### src/rtl/fc_rx_buffer.sv
// fc_rx_buffer: per-class receive FIFOs for the PCIe transaction layer.
// Each channel tracks its credits-allocated counter and returns freed
// credits through a round-robin arbitrated UpdateFC request handshake.
module fc_rx_buffer #(
  parameter int DATA_WIDTH   = 8,
  parameter int FIFO_DEPTH   = 16,
  parameter int NUM_CH       = 3,
  parameter int CREDIT_WIDTH = 8,
  parameter int UPD_THRESH   = 4,
  localparam int CW    = (NUM_CH > 1) ? $clog2(NUM_CH) : 1,
  localparam int CNT_W = $clog2(FIFO_DEPTH) + 1
) (
  input  logic                      clk,
  input  logic                      rst_n,
  input  logic                      wr_en,
  input  logic [CW-1:0]             wr_ch,
  input  logic [DATA_WIDTH-1:0]     data_in,
  input  logic                      rd_en,
  input  logic [CW-1:0]             rd_ch,
  output logic [DATA_WIDTH-1:0]     data_out,
  output logic                      rd_valid,
  output logic [NUM_CH-1:0]         full,
  output logic [NUM_CH-1:0]         empty,
  output logic [NUM_CH*CNT_W-1:0]   count,
  output logic [NUM_CH-1:0]         ovf_err,
  input  logic                      ovf_clr,
  output logic                      upd_valid,
  input  logic                      upd_ready,
  output logic [CW-1:0]             upd_ch,
  output logic [CREDIT_WIDTH-1:0]   upd_credits
);

  localparam int PTR_W = $clog2(FIFO_DEPTH);

  typedef enum logic {IDLE, REQ} state_t;

  state_t                  state_q, state_d;
  logic [PTR_W-1:0]        wr_ptr_q   [NUM_CH], wr_ptr_d   [NUM_CH];
  logic [PTR_W-1:0]        rd_ptr_q   [NUM_CH], rd_ptr_d   [NUM_CH];
  logic [CNT_W-1:0]        cnt_q      [NUM_CH], cnt_d      [NUM_CH];
  logic [CREDIT_WIDTH-1:0] cr_alloc_q [NUM_CH], cr_alloc_d [NUM_CH];
  logic [CREDIT_WIDTH-1:0] pending_q  [NUM_CH], pending_d  [NUM_CH];
  logic [DATA_WIDTH-1:0]   mem [NUM_CH][FIFO_DEPTH];
  logic [DATA_WIDTH-1:0]   data_out_q, data_out_d;
  logic                    rd_valid_q, rd_valid_d;
  logic [NUM_CH-1:0]       ovf_q, ovf_d;
  logic                    upd_valid_q, upd_valid_d;
  logic [CW-1:0]           upd_ch_q, upd_ch_d;
  logic [CREDIT_WIDTH-1:0] upd_credits_q, upd_credits_d;
  logic [CW-1:0]           rr_q, rr_d;

  logic [NUM_CH-1:0]       full_w, empty_w, wr_hit, wr_acc, rd_acc, ovf_set, req;
  logic                    wr_in_range, rd_in_range, upd_clear;
  logic                    sel_found;
  logic [CW-1:0]           sel_ch;
  logic [CREDIT_WIDTH-1:0] sel_credits;

  assign wr_in_range = (32'(wr_ch) < NUM_CH);
  assign rd_in_range = (32'(rd_ch) < NUM_CH);
  assign upd_clear   = (state_q == REQ) && upd_ready;

  // Per-channel status and accept decisions; a read frees the slot a same-cycle write needs.
  always_comb begin
    full_w  = '0;
    empty_w = '0;
    wr_hit  = '0;
    wr_acc  = '0;
    rd_acc  = '0;
    ovf_set = '0;
    req     = '0;
    for (int ch = 0; ch < NUM_CH; ch++) begin
      full_w[ch]  = (cnt_q[ch] == CNT_W'(FIFO_DEPTH));
      empty_w[ch] = (cnt_q[ch] == '0);
      rd_acc[ch]  = rd_en && rd_in_range && (rd_ch == CW'(ch)) && !empty_w[ch];
      wr_hit[ch]  = wr_en && wr_in_range && (wr_ch == CW'(ch));
      wr_acc[ch]  = wr_hit[ch] && (!full_w[ch] || rd_acc[ch]);
      ovf_set[ch] = wr_hit[ch] && full_w[ch] && !rd_acc[ch];
      req[ch]     = (pending_q[ch] >= CREDIT_WIDTH'(UPD_THRESH)) ||
                    ((pending_q[ch] != '0) && empty_w[ch]);
    end
  end

  // Next pointers, occupancy, credit counters and sticky overflow flags per channel.
  always_comb begin
    for (int ch = 0; ch < NUM_CH; ch++) begin
      wr_ptr_d[ch]   = wr_ptr_q[ch] + PTR_W'(wr_acc[ch]);
      rd_ptr_d[ch]   = rd_ptr_q[ch] + PTR_W'(rd_acc[ch]);
      cnt_d[ch]      = cnt_q[ch] + CNT_W'(wr_acc[ch]) - CNT_W'(rd_acc[ch]);
      cr_alloc_d[ch] = cr_alloc_q[ch] + CREDIT_WIDTH'(rd_acc[ch]);
      pending_d[ch]  = pending_q[ch];
      if (rd_acc[ch] && (pending_q[ch] != {CREDIT_WIDTH{1'b1}})) begin
        pending_d[ch] = pending_q[ch] + CREDIT_WIDTH'(1);
      end
      if (upd_clear && (upd_ch_q == CW'(ch))) begin
        pending_d[ch] = CREDIT_WIDTH'(rd_acc[ch]);
      end
      ovf_d[ch] = ovf_clr ? 1'b0 : (ovf_q[ch] | ovf_set[ch]);
    end
  end

  // Registered read port: capture the head entry of the channel being read.
  always_comb begin
    data_out_d = data_out_q;
    rd_valid_d = |rd_acc;
    for (int ch = 0; ch < NUM_CH; ch++) begin
      if (rd_acc[ch]) begin
        data_out_d = mem[ch][rd_ptr_q[ch]];
      end
    end
  end

  // Round-robin pick plus the IDLE/REQ UpdateFC handshake.
  always_comb begin
    state_d       = state_q;
    upd_valid_d   = upd_valid_q;
    upd_ch_d      = upd_ch_q;
    upd_credits_d = upd_credits_q;
    rr_d          = rr_q;
    sel_found     = 1'b0;
    sel_ch        = '0;
    sel_credits   = '0;
    for (int ch = 0; ch < NUM_CH; ch++) begin
      if (!sel_found && req[ch] && (CW'(ch) >= rr_q)) begin
        sel_found   = 1'b1;
        sel_ch      = CW'(ch);
        sel_credits = cr_alloc_d[ch];
      end
    end
    for (int ch = 0; ch < NUM_CH; ch++) begin
      if (!sel_found && req[ch] && (CW'(ch) < rr_q)) begin
        sel_found   = 1'b1;
        sel_ch      = CW'(ch);
        sel_credits = cr_alloc_d[ch];
      end
    end
    case (state_q)
      IDLE: begin
        if (sel_found) begin
          state_d       = REQ;
          upd_valid_d   = 1'b1;
          upd_ch_d      = sel_ch;
          upd_credits_d = sel_credits;
        end
      end
      REQ: begin
        if (upd_ready) begin
          state_d     = IDLE;
          upd_valid_d = 1'b0;
          rr_d        = (upd_ch_q == CW'(NUM_CH - 1)) ? '0 : upd_ch_q + CW'(1);
        end
      end
      default: state_d = IDLE;
    endcase
  end

  // Entry storage, written only on accepted writes; contents need no reset.
  always_ff @(posedge clk) begin
    for (int ch = 0; ch < NUM_CH; ch++) begin
      if (wr_acc[ch]) begin
        mem[ch][wr_ptr_q[ch]] <= data_in;
      end
    end
  end

  // State registers; reset restores the full initial credit advertisement.
  always_ff @(posedge clk or negedge rst_n) begin
    if (!rst_n) begin
      state_q       <= IDLE;
      data_out_q    <= '0;
      rd_valid_q    <= 1'b0;
      ovf_q         <= '0;
      upd_valid_q   <= 1'b0;
      upd_ch_q      <= '0;
      upd_credits_q <= '0;
      rr_q          <= '0;
      for (int ch = 0; ch < NUM_CH; ch++) begin
        wr_ptr_q[ch]   <= '0;
        rd_ptr_q[ch]   <= '0;
        cnt_q[ch]      <= '0;
        cr_alloc_q[ch] <= CREDIT_WIDTH'(FIFO_DEPTH);
        pending_q[ch]  <= '0;
      end
    end else begin
      state_q       <= state_d;
      data_out_q    <= data_out_d;
      rd_valid_q    <= rd_valid_d;
      ovf_q         <= ovf_d;
      upd_valid_q   <= upd_valid_d;
      upd_ch_q      <= upd_ch_d;
      upd_credits_q <= upd_credits_d;
      rr_q          <= rr_d;
      for (int ch = 0; ch < NUM_CH; ch++) begin
        wr_ptr_q[ch]   <= wr_ptr_d[ch];
        rd_ptr_q[ch]   <= rd_ptr_d[ch];
        cnt_q[ch]      <= cnt_d[ch];
        cr_alloc_q[ch] <= cr_alloc_d[ch];
        pending_q[ch]  <= pending_d[ch];
      end
    end
  end

  // Pack per-channel occupancy with channel 0 in the low bits.
  always_comb begin
    count = '0;
    for (int ch = 0; ch < NUM_CH; ch++) begin
      count[ch*CNT_W +: CNT_W] = cnt_q[ch];
    end
  end

  assign full        = full_w;
  assign empty       = empty_w;
  assign data_out    = data_out_q;
  assign rd_valid    = rd_valid_q;
  assign ovf_err     = ovf_q;
  assign upd_valid   = upd_valid_q;
  assign upd_ch      = upd_ch_q;
  assign upd_credits = upd_credits_q;

endmodule

### config.mk
export PLATFORM = sky130hd
export DESIGN_NAME = fc_rx_buffer
export DESIGN_NICKNAME = d
export VERILOG_FILES = /design/src/rtl/fc_rx_buffer.sv
export SDC_FILE = /design/constraint.sdc
export NUM_CORES = 1
export LEC_CHECK = 0
export CORE_MARGIN = 5
export CORE_UTILIZATION = 39
export DETAILED_ROUTE_END_ITERATION = 7
export GPL_TIMING_DRIVEN = 0
export MAX_ROUTING_LAYER = met4
export SLEW_MARGIN = 20
export SYNTH_ARGS = -nofsm -noshare
export SYNTH_HDL_FRONTEND = slang
export SYNTH_SLANG_ARGS = --single-unit
### constraint.sdc
create_clock -name clk -period 3.8 [get_ports clk]
set_input_delay 0.76 -clock clk [delete_from_list [all_inputs] [get_ports clk]]
set_output_delay 0.76 -clock clk [all_outputs]
set_load 0.02 [all_outputs]
==> impl_metrics.toml <==
[die]
die_h_um = 240
row_count = 84
die_area_sq_mm = 0.0574
dieWidth_um = 240
ios = 62
start_util = 0.392
coreArea_sq_mm = 0.0524

[timing]
setup_viol = 0
fmax_mhz = 282
worst_pin_slew_ns = 0.943
rsz0062_at_grt = "no"
relSlewSlack = 0.369
finalWorstSetupSlack_ns = 0.256
period_needed_ns = 3.54
fin_setup_tns_ns = 0
skew_ns = 0.0136
fin_crit_sh = 0.933
slew_viol_final = 0
hold_slack_ns = 0.135
hold_viol_final = 0

[route]
drt_first_pass_iters = 5
via_per_inst = 5.42
drt_iter0_markers = 784
ant_nets = 0
wl_per_cell_um = 22.4
drc = 0
drt-total-wl_mm = 46.0
route.vias.total = 11111

[clock_tree]
htree_levels = 2
cts.path.max_buffers = 3
worstSkewPairLatency_ns = 0.58
clock-sinks = 497
cts_buffers = 51
root_buffer = "clkbuf_16"
clkTransAtPathRegs_ns = 0.06
cts_tree = "yes"

[final_layout]
area_delta_synth_final_pct = 16.5
n_antenna_cell = 0
layout.cells.non_filler = 2051
drive_gt1_frac = 0.191
finish.utilization = 0.457
layout.nets = 1382
final_common_cell = "edfxtp_1"
mostFrequentLayoutCells = "edfxtp_1 (384), mux4_2 (114), dfrtp_1 (110)"
fillers = 4490

[yosys]
synth.distinct_cells = 65
synthArstFlopShare = 0.227
ys_warn_count = 0
yosysSeqAreaShare = 0.698
synth-edff-count = 384
synth_top_cell_area_share = 0.561
synth_nets = 1251
synth.area.top_cells = "edfxtp_1 (56%), dfrtp_1 (13%), mux4_2 (12%), ha_1 (2.4%), nor2_1 (1.7%)"
synth_top_area_cell = "edfxtp_1"
netlist_area_sq_mm = 0.0206
syn_inst = 1190
synth_flop_cell = "edfxtp_1"
avgSynthCellArea_sq_um = 17.3
synth_seq_cells = 497

[power]
p_leak_uw = 0.00836
power_density_mw_per_mm2 = 725
irDropWorstVdd_uv = 462

[critical_path]
worstSetupStartpointType = "flop"
cp_data_required_time_ns = 4.25
r2r_setup_slack_ns = 0.26
cp_max_fo = 10
reg2reg_depth = 15
setup.worst_path.end_class = "flop"
cp.arrival_ns = 4.00
crit_type = "reg2reg"

[grt]
grt_use_met2 = 0.266
grt_pass1_wl_mm = 70.5
grt_remaining_overflow = 0
grt_pass1_vias = 11266
busiest_layer = "met2"
grt.met3_usage = 0.0283
grt_max_degree = 60
groute.layer.met1.usage = 0.222
grtUsageTotal = 0.166
antenna_found_initial = 1

[place]
gp_congestion = 0.889
dp_hpwl_mm = 31.2
portBuffers = 61
placed_cells = 1952
post-place-ws_ns = -0.836

[outcome]
status = "finished, final reports clean"

[worst_hold_path]
hold_path_class = "in2async"

[flow_run]
maxCapViolations = 0
-- flip-flops by register name, indices dropped and copies added, names as in the netlist, 8 cells and up --
register     count
count           15
cr_alloc_q      24
data_out         8
mem            384
pending_q       24
rd_ptr_q        12
upd_credits      8
wr_ptr_q        12
-- power by group --
part / total (uW) / switching, uW / internal, uW
Combinational: 5690 / 3130 / 2560
Clock: 4790 / 2040 / 2750
Sequential: 6900 / 451 / 6450
Total: 17400 / 5620 / 11800
-- worst max-delay path, stage by stage (launching register included) --
cell and delay, ns:
dfrtp_1 0.40, inv_1 0.09, ha_1 0.17, or4b_1 0.42
buf_2 0.17, nand2_1 0.37, clkinvlp_4 0.16, buf_4 0.19
ha_1 0.23, ha_1 0.23, nand3_1 0.11, xnor2_1 0.14
o21ai_0 0.21, a21oi_1 0.10, and3_1 0.17, a221o_1 0.26
-- repair_timing --
item | in CTS | in global routing
hold buffers | 0 | 0
endpoints found under the setup margin | 3 | 3
gates resized for setup | 0 | 3
gates cloned | 0 | 0
setup buffers | 0 | 5
pin swaps | 0 | 0
-- cell families (layout without fill, tap and decap cells) --
kind of cell | Yosys count | count (layout) | synth area share
xor gates and xnor gates | 56 | 56 | 0.0239
AOI/OAI and AO/OA | 121 | 121 | 0.0419
adders and majority gates | 43 | 43 | 0.0273
DFF | 497 | 497 | 0.698
buffers and inverters | 91 | 264 | 0.0178
muxes | 127 | 127 | 0.131
and+or+nand+nor | 255 | 255 | 0.0595
-- path summary, 6_finish.rpt --
kind	to	startpoint
max	upd_credits[4]$_DFFE_PN0P_	count[12]$_DFF_PN0_
min	pending_q[7]$_DFFE_PN0P_	rst_n
min in group clk	cr_alloc_q[23]$_DFF_PN0_	cr_alloc_q[23]$_DFF_PN0_
max in group asynchronous	wr_ptr_q[10]$_DFF_PN0_	rst_n
max reg2reg	upd_credits[4]$_DFFE_PN0P_	count[12]$_DFF_PN0_
min reg2reg	cr_alloc_q[23]$_DFF_PN0_	cr_alloc_q[23]$_DFF_PN0_
-- cell type report --
class,count,area (sq um),share of cell area
flip-flops and latches,497,14400,0.600
repair buffers,79,850,0.0355
plain buffers,43,186,0.00779
clock inverters,24,168,0.00700
clock buffers,71,1420,0.0595
well taps,688,861,0.0359
inverters,47,184,0.00768
multi-input cells,602,5910,0.247
-- layer usage --
| layer | routed length (um) | share of wire | vias to the layer above |
|---|---|---|---|
| li1 | - | - | 4938 |
| met1 | 19900 | 0.43 | 5760 |
| met2 | 22600 | 0.49 | 341 |
| met3 | 2610 | 0.057 | 72 |
| met4 | 875 | 0.019 | 0 |
| met5 | 0 | 0 | - |
-- stage by stage --
step,power (uW),area [sq um]
5_1_grt,18300,23900
6_report,17400,23900
3_3_place_gp,12600,22000
4_1_cts,17500,23900
3_5_place_dp,12700,22300
2_1_floorplan,10700,20600
-- cells in the mapped netlist (all sizes together) (4+ instances only) --
master / count
nand2b: 9
nor2b: 4
xnor2: 31
mux2i: 13
a22oi: 8
ha: 40
clkbuf: 25
nand2: 50
mux4: 114
o31ai: 6
buf: 19
nor2: 95
nand4: 8
nor3: 19
nor3b: 4
inv: 47
a21o: 6
nand3: 29
edfxtp: 384
or3: 6
o21ai: 21
a221oi: 7
a31oi: 12
xor2: 25
or4: 5
a21oi: 29
and3: 7
o22ai: 7
o211ai: 5
dfrtp: 110
o221ai: 4
Note: power is estimated with default switching activity, not from simulation.
